==> src/rtl/rle_encoder_if.sv <==
// Handshake bundle for the RLE encoder: input sample stream, flush request
// and encoded output stream.
interface rle_encoder_if;
  logic [15:0] in_data;
  logic        in_valid;
  logic        in_ready;
  logic        flush;
  logic [15:0] out_data;
  logic        out_valid;
  logic        out_ready;

  modport master (
    output in_data, in_valid, flush, out_ready,
    input  in_ready, out_data, out_valid
  );

  modport slave (
    input  in_data, in_valid, flush, out_ready,
    output in_ready, out_data, out_valid
  );
endinterface

==> src/rtl/rle_encoder.sv <==
// 16-bit run-length encoder: literals pass through, a repeated literal opens a
// run whose extra-repeat count follows as 0xFFFF continuation words plus a terminator.
module rle_encoder (
  input  logic         clk,
  input  logic         rst,
  rle_encoder_if.slave bus
);

  typedef enum logic [1:0] {IDLE, LIT, RUN, HOLD} state_e;

  state_e      state_q, state_d;
  logic [15:0] prev_q, prev_d;
  logic [15:0] cnt_q, cnt_d;
  logic [15:0] out_data_q, out_data_d;
  logic        out_valid_q, out_valid_d;

  logic        out_free;
  logic        in_rdy;
  logic        in_fire;
  logic        load;
  logic [15:0] load_data;

  always_comb begin
    out_free  = !out_valid_q || bus.out_ready;
    in_rdy    = !rst && (state_q != HOLD) && !bus.flush && out_free;
    in_fire   = bus.in_valid && in_rdy;
    state_d   = state_q;
    prev_d    = prev_q;
    cnt_d     = cnt_q;
    load      = 1'b0;
    load_data = out_data_q;

    case (state_q)
      IDLE: begin
        if (in_fire) begin
          load      = 1'b1;
          load_data = bus.in_data;
          prev_d    = bus.in_data;
          state_d   = LIT;
        end
      end
      LIT: begin
        if (in_fire) begin
          load      = 1'b1;
          load_data = bus.in_data;
          if (bus.in_data == prev_q) begin
            cnt_d   = '0;
            state_d = RUN;
          end else begin
            prev_d  = bus.in_data;
          end
        end
      end
      RUN: begin
        // Flush blocks in_ready, so it never competes with an input transfer.
        if (bus.flush && out_free) begin
          load      = 1'b1;
          load_data = cnt_q;
          state_d   = IDLE;
        end else if (in_fire) begin
          if (bus.in_data == prev_q) begin
            if (cnt_q == 16'hFFFE) begin
              load      = 1'b1;
              load_data = '1;
              cnt_d     = '0;
            end else begin
              cnt_d     = cnt_q + 16'd1;
            end
          end else begin
            load      = 1'b1;
            load_data = cnt_q;
            prev_d    = bus.in_data;
            state_d   = HOLD;
          end
        end
      end
      HOLD: begin
        // The new literal waits in prev until the terminator has been taken.
        if (out_valid_q && bus.out_ready) begin
          load      = 1'b1;
          load_data = prev_q;
          state_d   = LIT;
        end
      end
      default: state_d = IDLE;
    endcase

    out_data_d  = load ? load_data : out_data_q;
    out_valid_d = load ? 1'b1 : (out_valid_q && !bus.out_ready);
  end

  always_ff @(posedge clk) begin
    if (rst) begin
      state_q     <= IDLE;
      prev_q      <= '0;
      cnt_q       <= '0;
      out_data_q  <= '0;
      out_valid_q <= 1'b0;
    end else begin
      state_q     <= state_d;
      prev_q      <= prev_d;
      cnt_q       <= cnt_d;
      out_data_q  <= out_data_d;
      out_valid_q <= out_valid_d;
    end
  end

  assign bus.in_ready  = in_rdy;
  assign bus.out_data  = out_data_q;
  assign bus.out_valid = out_valid_q;

endmodule

==> src/flat_wrapper.sv <==
// flat-port wrapper written by rule: the top's interface ports become plain ports
module rle_encoder_flat 
  (clk, rst, bus_in_data, bus_in_valid, bus_flush, bus_out_ready, bus_in_ready, bus_out_data, bus_out_valid);
  rle_encoder_if bus_i ();
  input  logic clk;
  input  logic rst;
  input wire logic [$bits(bus_i.in_data)-1:0] bus_in_data;
  input wire logic [$bits(bus_i.in_valid)-1:0] bus_in_valid;
  input wire logic [$bits(bus_i.flush)-1:0] bus_flush;
  input wire logic [$bits(bus_i.out_ready)-1:0] bus_out_ready;
  output wire logic [$bits(bus_i.in_ready)-1:0] bus_in_ready;
  output wire logic [$bits(bus_i.out_data)-1:0] bus_out_data;
  output wire logic [$bits(bus_i.out_valid)-1:0] bus_out_valid;
  assign bus_i.in_data = bus_in_data;
  assign bus_i.in_valid = bus_in_valid;
  assign bus_i.flush = bus_flush;
  assign bus_i.out_ready = bus_out_ready;
  assign bus_in_ready = bus_i.in_ready;
  assign bus_out_data = bus_i.out_data;
  assign bus_out_valid = bus_i.out_valid;
  rle_encoder u_core (.clk(clk), .rst(rst), .bus(bus_i));
endmodule
==> config.mk <==
export PLATFORM = sky130hd
export DESIGN_NAME = rle_encoder_flat
export DESIGN_NICKNAME = d
export VERILOG_FILES = /design/src/rtl/rle_encoder_if.sv /design/src/rtl/rle_encoder.sv /design/src/flat_wrapper.sv
export SDC_FILE = /design/constraint.sdc
export NUM_CORES = 1
export LEC_CHECK = 0
export ABC_AREA = 1
export CORE_MARGIN = 5
export CORE_UTILIZATION = 40
export CTS_CLUSTER_SIZE = 8
export DETAILED_ROUTE_END_ITERATION = 8
export SETUP_SLACK_MARGIN = 0.05
export SLEW_MARGIN = 40
export SYNTH_ARGS = -nofsm -noshare
export SYNTH_HDL_FRONTEND = slang
export SYNTH_SLANG_ARGS = --single-unit
==> constraint.sdc <==
create_clock -name clk -period 2.2 [get_ports clk]
set_input_delay 0.33 -clock clk [delete_from_list [all_inputs] [get_ports clk]]
set_output_delay 0.33 -clock clk [all_outputs]
set_load 0.02 [all_outputs]
==> impl_results.md, run 1 <==
* Hold Violations, Final at 0
* Share of cells above drive strength 1 at between 10% and 20%
* Routability Congestion at a little over 0.9
* Max H-tree Level at 2
* Largest net degree at the start of global routing at 35
* Die footprint at roughly 11,000 um^2
* Leak pwr at about 2.1 nW
* Per-cell routed wire length at 12.9 um
* Startpoint types: flop
* Peak VDD IR at 0.479 mV
* Fillers at 928
* Worst rel slew slack at between 60% and 70%
* Post-Synth Simple-Gate Area at roughly 50%
* Yosys Warn Count at 0
* Cell area after synthesis at about 3600 um^2
* CP Buf/Inv Count at 1
* Worst skew pair latency at 0.32 ns
* Sequential share of the synthesized area at about 28%
* First-pass GRT wire length at ~17 mm
* Congestion Overflow GR at 0
* Library cells used by synthesis at 37
* Initial antenna violation count at 0
* # IOs at 39
* # clock sinks at between 50 and 60
* Synth Area in Compound Gates at around 8.9%
* Max Root-Sink Buffers at 2
* Sw frac at between 40% and 50%
* Initial DRC count at between 100 and 150
* Sw power at just under 2 mW
* CP Capture Type: flop
* Clock share of power at 14.5%
* Critical Path, Cell by Cell: inv_1 > ha_1 > nand3_1 > nor3_1 > nor2_2 > nor2_4 > a21oi_1 > nor2_1
* Power per cell area at between 900 and 1000 nW/um^2
* Critical path's largest stage delay at 0.39 ns
* Clk root buf: clkbuf_8
* CTS Buf Count at 5
* CTS Hold Bufs at 0
* Syn avg cell area at between 5 and 6 um^2
* Async S/R FF share, synth at 0%
* Main combinational cell family by area after synthesis: simple AND/OR/NAND/NOR gates
* DRT Pass-1 Iters at 4
* DR DRC count at 0
* Clock transition at the registers of the reported paths at between 0.1 and 0.15 ns
* Vias in the first global route at roughly 3,500
* Fmax at a little over 0.5 GHz
* Max Clock Skew at around 0.017 ns
* Area growth from synthesis to layout at 23.6%
* Syn nets at between 600 and 700
* Post-DR vias/cell at 4.94
* Via count at 3,925
* Main synth FF type: dfxtp_1
* Flop pwr share at 29.1%
* Nets at between 700 and 800
* Least-Margin Pin Slew at between 0.5 and 0.6 ns
* Logic gate share of total power at between 50% and 60%
* Register bit total from synthesis at between 50 and 60
* CTS tree: yes
* Post-layout min period at 1.97 ns
* CP max FO at 16
* Final setup fails at 0
* Number of synthesized flops with an enable pin at 0
* Post-synthesis xor/xnor area fraction at less than 1%
* Most frequent cells in the layout: nand2_1 (221), nor2_1 (109), inv_1 (59), dfxtp_1 (51), clkdlybuf4s50_1 (37)
* Worst endpoint data arrival time at 2.24 ns
* Total power draw at 4.25 mW
* Routed wire length at approximately 10 mm
* Final Max Tran Viols at 0
* HPWL after DPL at between 7 and 8 mm
* Hold WC Path Type: reg2reg
* Cell family with most CP delay: simple AND/OR/NAND/NOR gates
* Port bufs at 38
* Gr usage total at between 10% and 20%
* Dpl cells at 784
* Post-Synth Adder-Cell Area at 2.08%
* Antenna viol nets, final at 0
* Internal at approximately 2.3 mW
* Ant diodes at 0
* Path type of the worst setup path: reg2reg
* Initial core utilization at 41.2%
* RSZ-0062 raised after global routing: yes
* Number of max-cap violations at 0
* Multiplexer area fraction after synthesis at 0%
* Status: completed
* Row count at 34
* CP required at roughly 2.5 ns
* Die Height at 105 um
* Die width at 105 um
* Core Region at approximately 8800 um^2
* Cells after synthesis at around 620
* Crit share post-route at between 80% and 90%
* Worst-path cell with the longest stage delay: nor3_1
* Most common cell after layout, fill and taps aside: nand2_1
* Post-route insts no fill at around 800
## final timing paths
kind	cells after the start	endpoint	slack, ns	start
max	8	u_core.bus.out_data[0]	0.23	u_core.cnt_q[0]
min reg2reg	2	u_core.bus.out_data[14]	0.49	u_core.bus.out_data[14]
max reg2reg	8	u_core.bus.out_data[0]	0.23	u_core.cnt_q[0]
min	2	u_core.bus.out_data[14]	0.49	u_core.bus.out_data[14]
## final cells by class
cell class / count / area, um^2 / share of cell area [%]
clock inverters: 3 / 28.8 / 0.645
flip-flops and latches: 51 / 1020 / 22.9
repair buffers: 77 / 726 / 16.3
inverters: 74 / 278 / 6.23
well taps: 108 / 135 / 3.03
multi-input cells: 476 / 2200 / 49.4
clock buffers: 5 / 68.8 / 1.54
## power groups by stage
stage	logic [mW]	clock network, mW	registers, mW
detailed placement	2.32	0	1.26
CTS	2.35	0.637	1.24
floorplan	1.60	0	1.33
finish	2.40	0.616	1.24
global route	2.69	0.677	1.27
global placement	2.29	0	1.25
## cell families (layout without fill, tap and decap cells)
group,Yosys count,in the layout
flops,51,51
xor+xnor,3,3
compound gates,57,57
buf+inv,95,159
fa+ha+maj,6,6
simple gates,409,410
## routing by layer
layer	wire length (um)	track usage (%)	vias up
li1	-	-	2050
met1	4740	26.1	1772
met2	4880	30.0	85
met3	444	2.40	18
met4	218	6.67	0
met5	0	0	-
## synth_stat cells (3+ instances only)
master    count  area share, %
nand2_1     221             23
nor2_1      110             11
inv_1        59            6.1
dfxtp_1      51             28
nand3_1      36            5.0
a21oi_1      27            3.7
inv_2        14            1.5
o22ai_1      12            2.1
o21ai_0      11            1.5
nand2_2      10            1.7
nand4_1      10            1.7
buf_2         7           0.97
clkbuf_1      7           0.73
ha_1          6            2.1
nor2_2        5           0.87
buf_4         4           0.83
nor2_4        4            1.2
buf_6         3           0.94
nor3_1        3           0.42
## through the flow
| step | hold WS (ns) | instance area (um^2) | TNS, ns | utilization, % | setup slack (ns) |
|---|---|---|---|---|---|
| 3_3_place_gp | 0.465 | 4330 | -3.06 | 49.4 | -0.107 |
| 3_5_place_dp | 0.472 | 4330 | -4.31 | 49.4 | -0.141 |
| 4_1_cts | 0.500 | 4430 | 0 | 50.6 | 0.189 |
| 5_1_grt | 0.521 | 4460 | 0 | 50.9 | 0.0401 |
| 6_report | 0.492 | 4460 | 0 | 50.9 | 0.230 |
| 2_1_floorplan | 0.465 | 3610 | 0 | - | 0.410 |
## worst min-delay path, stage by stage (launching register included)
cell and delay, ns:
dfxtp_1 0.34, a21oi_1 0.04, nor2_1 0.08
## registers in the layout, summed over array words and instances, names as in the netlist
| signal | cells |
|---|---|
| u_core.state_q | 2 |
| u_core.prev_q | 16 |
| u_core.bus.out_data | 16 |
| u_core.cnt_q | 16 |
| u_core.bus.out_valid | 1 |
## what timing repair did
item,CTS,global route
buffers inserted,0,1
gates resized for setup,2,2
pin swaps,1,1
gates cloned,1,0
setup endpoints to repair,4,14
Power figures use the tool's default switching activity.
==> inputs of run 2 (changes only) <==
SLEW_MARGIN = default   (was 40)
==> results of run 2 <==
No change in the layout: final DEF, timing and power equal those of run 1.
==> inputs of run 3 (changes only) <==
TNS_END_PERCENT = 20   (was default)
==> run 3 against run 2 <==
Sequential share of layout area is the same. Final area is the same. Clock skew grew 0.0016 ns. Worst hold slack is essentially flat. Fmax grew 0.58%. First-iteration DRC count shrank 2.9%. Flip-flop and latch count is the same. Register-to-register slack is essentially flat. Combinational power is essentially flat. Largest cell class unchanged. Largest power group unchanged. Highest routed layer unchanged.
==> impl_results.md, run 3 (synthesis gave the netlist of run 1 again) <==
* CP max FO at 16 (unchanged)
* Routed wire length at 10.2 mm (was 10.3 mm)
* Ant diodes at 0 (unchanged)
* Routability Congestion at 0.906 (unchanged)
* Final Max Tran Viols at 0 (unchanged)
* Via count at 3,912 (was 3,925)
* Status: completed (unchanged)
* RSZ-0062 raised after global routing: yes (unchanged)
* DR DRC count at 0 (unchanged)
* Most common cell after layout, fill and taps aside: nand2_1 (unchanged)
* Peak VDD IR at 0.479 mV (about the same)
* Max H-tree Level at 2 (unchanged)
* Core Region at 8760 um^2 (unchanged)
* Fillers at 928 (unchanged)
* Place WS at -0.141 ns (unchanged)
* Critical Path, Cell by Cell: inv_1 > ha_1 > nand3_1 > nor3_1 > nor2_2 > nor2_4 > a21oi_1 > nor2_1 (unchanged)
* CTS Buf Count at 5 (unchanged)
* CP Capture Type: flop (unchanged)
* Most frequent cells in the layout: nand2_1 (221), nor2_1 (109), inv_1 (59), dfxtp_1 (51), clkdlybuf4s50_1 (37) (unchanged)
* Power per cell area at 950 nW/um^2 (was 952 nW/um^2)
* Max Clock Skew at 0.0184 ns (was 0.0169 ns)
* Multi-input gate area at 2200 um^2 (unchanged)
* Worst-path cell with the longest stage delay: nor3_1 (unchanged)
* Sequential cell area at 1020 um^2 (unchanged)
* Congestion Overflow GR at 0 (unchanged)
* Share of cells above drive strength 1 at 13.8% (unchanged)
* Worst endpoint data arrival time at 2.23 ns (was 2.24 ns)
* Clock transition at the registers of the reported paths at 0.12 ns (about the same)
* DRT Pass-1 Iters at 5 (was 4)
* # clock sinks at 51 (unchanged)
* Number of max-cap violations at 0 (unchanged)
* Startpoint types: flop (unchanged)
* Die width at 105 um (unchanged)
* Final setup fails at 0 (unchanged)
* Path type of the worst setup path: reg2reg (unchanged)
* Hold Violations, Final at 0 (unchanged)
* Fmax at 0.511 GHz (was 0.508 GHz)
* CP required at 2.47 ns (about the same)
* HPWL after DPL at 7.73 mm (unchanged)
* Area growth from synthesis to layout at 23.6% (unchanged)
* Post-layout min period at 1.96 ns (was 1.97 ns)
* Crit share post-route at 89.0% (was 89.5%)
* Initial DRC count at 133 (was 137)
* # IOs at 39 (unchanged)
* TNS Setup at 0 ns (unchanged)
* Row count at 34 (unchanged)
* Leak pwr at 2.12 nW (about the same)
* Antenna viol nets, final at 0 (unchanged)
* Die footprint at 11,000 um^2 (unchanged)
* Initial antenna violation count at 0 (unchanged)
* Initial core utilization at 41.2% (unchanged)
* First-pass GRT wire length at 17.0 mm (was 17.2 mm)
* Critical path's largest stage delay at 0.39 ns (about the same)
* Largest net degree at the start of global routing at 35 (unchanged)
* Hold WC Path Type: reg2reg (unchanged)
* CTS tree: yes (unchanged)
* Port bufs at 38 (unchanged)
* Worst skew pair latency at 0.33 ns (was 0.32 ns)
* Least-Margin Pin Slew at 0.528 ns (was 0.529 ns)
* Gr usage total at 18.6% (was 18.8%)
* Die Height at 105 um (unchanged)
* Post-DR vias/cell at 4.93 (was 4.94)
* Max Root-Sink Buffers at 2 (unchanged)
* Clk root buf: clkbuf_8 (unchanged)
* Setup WS post-layout at 0.242 ns (was 0.230 ns)
* Nets at 712 (unchanged)
* Vias in the first global route at 3,507 (was 3,536)
* Per-cell routed wire length at 12.9 um (about the same)
* Worst rel slew slack at 64.5% (was 64.4%)
## run 3: cell counts in the layout (fill, tap and decap cells not counted)
Identical to the previous run, type by type.
## run 3: power breakdown
group	total [mW]	internal [mW]	leakage, nW	switching, mW
logic	2.39	0.919	1.65	1.47
clock network	0.616	0.237	0.0502	0.378
registers	1.24	1.12	0.416	0.113
total	4.24	2.28	2.12	1.96
## run 3: final cells by class
cell class                      count  share of cell area [%]
Multi-Input combinational cell    476                    49.4
Clock inverter                      3                   0.645
Sequential cell                    51                    22.9
Clock buffer                        5                    1.54
Timing Repair Buffer               77                    16.3
Tap cell                          108                    3.03
Inverter                           74                    6.23
## run 3: worst paths after layout
check | startpoint | to | cells after the start | slack (ns)
setup reg to reg | u_core.cnt_q[0] | u_core.bus.out_data[0] | 8 | 0.24
hold reg to reg | u_core.bus.out_data[14] | u_core.bus.out_data[14] | 2 | 0.49
hold / removal | u_core.bus.out_data[14] | u_core.bus.out_data[14] | 2 | 0.49
setup / recovery | u_core.cnt_q[0] | u_core.bus.out_data[0] | 8 | 0.24
## run 3: critical path: cells and delay by family (launching register included)
| kind | cells | cell delay (ns) |
|---|---|---|
| adders and majority gates | 1 | 0.21 |
| buffers and inverters | 1 | 0.12 |
| AOI/OAI and AO/OA | 1 | 0.12 |
| and+or+nand+nor | 5 | 1.11 |
| DFF | 1 | 0.37 |
## run 3: routing by layer
layer	GRT usage (%)	share of wire, %
met2	29.8	47
met4	6.67	2.6
met1	25.6	46
met3	2.40	4.2
met5	0	0
## run 3: what timing repair did
item	4_1_cts	5_1_grt
gates resized for setup	1	3
buffers inserted	0	1
pin swaps	0	1
endpoints found under the setup margin	4	21
hold buffers	0	0
gates cloned	0	1
## run 3: through the flow
stage	util [%]	instances	power [mW]	hold slack, ns	instance area, um^2
2_1_floorplan	-	621	2.93	0.465	3610
3_3_place_gp	49.4	784	3.54	0.465	4330
3_5_place_dp	49.4	784	3.58	0.472	4330
4_1_cts	50.5	792	4.20	0.500	4420
5_1_grt	50.9	794	4.63	0.521	4460
6_report	50.9	794	4.24	0.492	4460
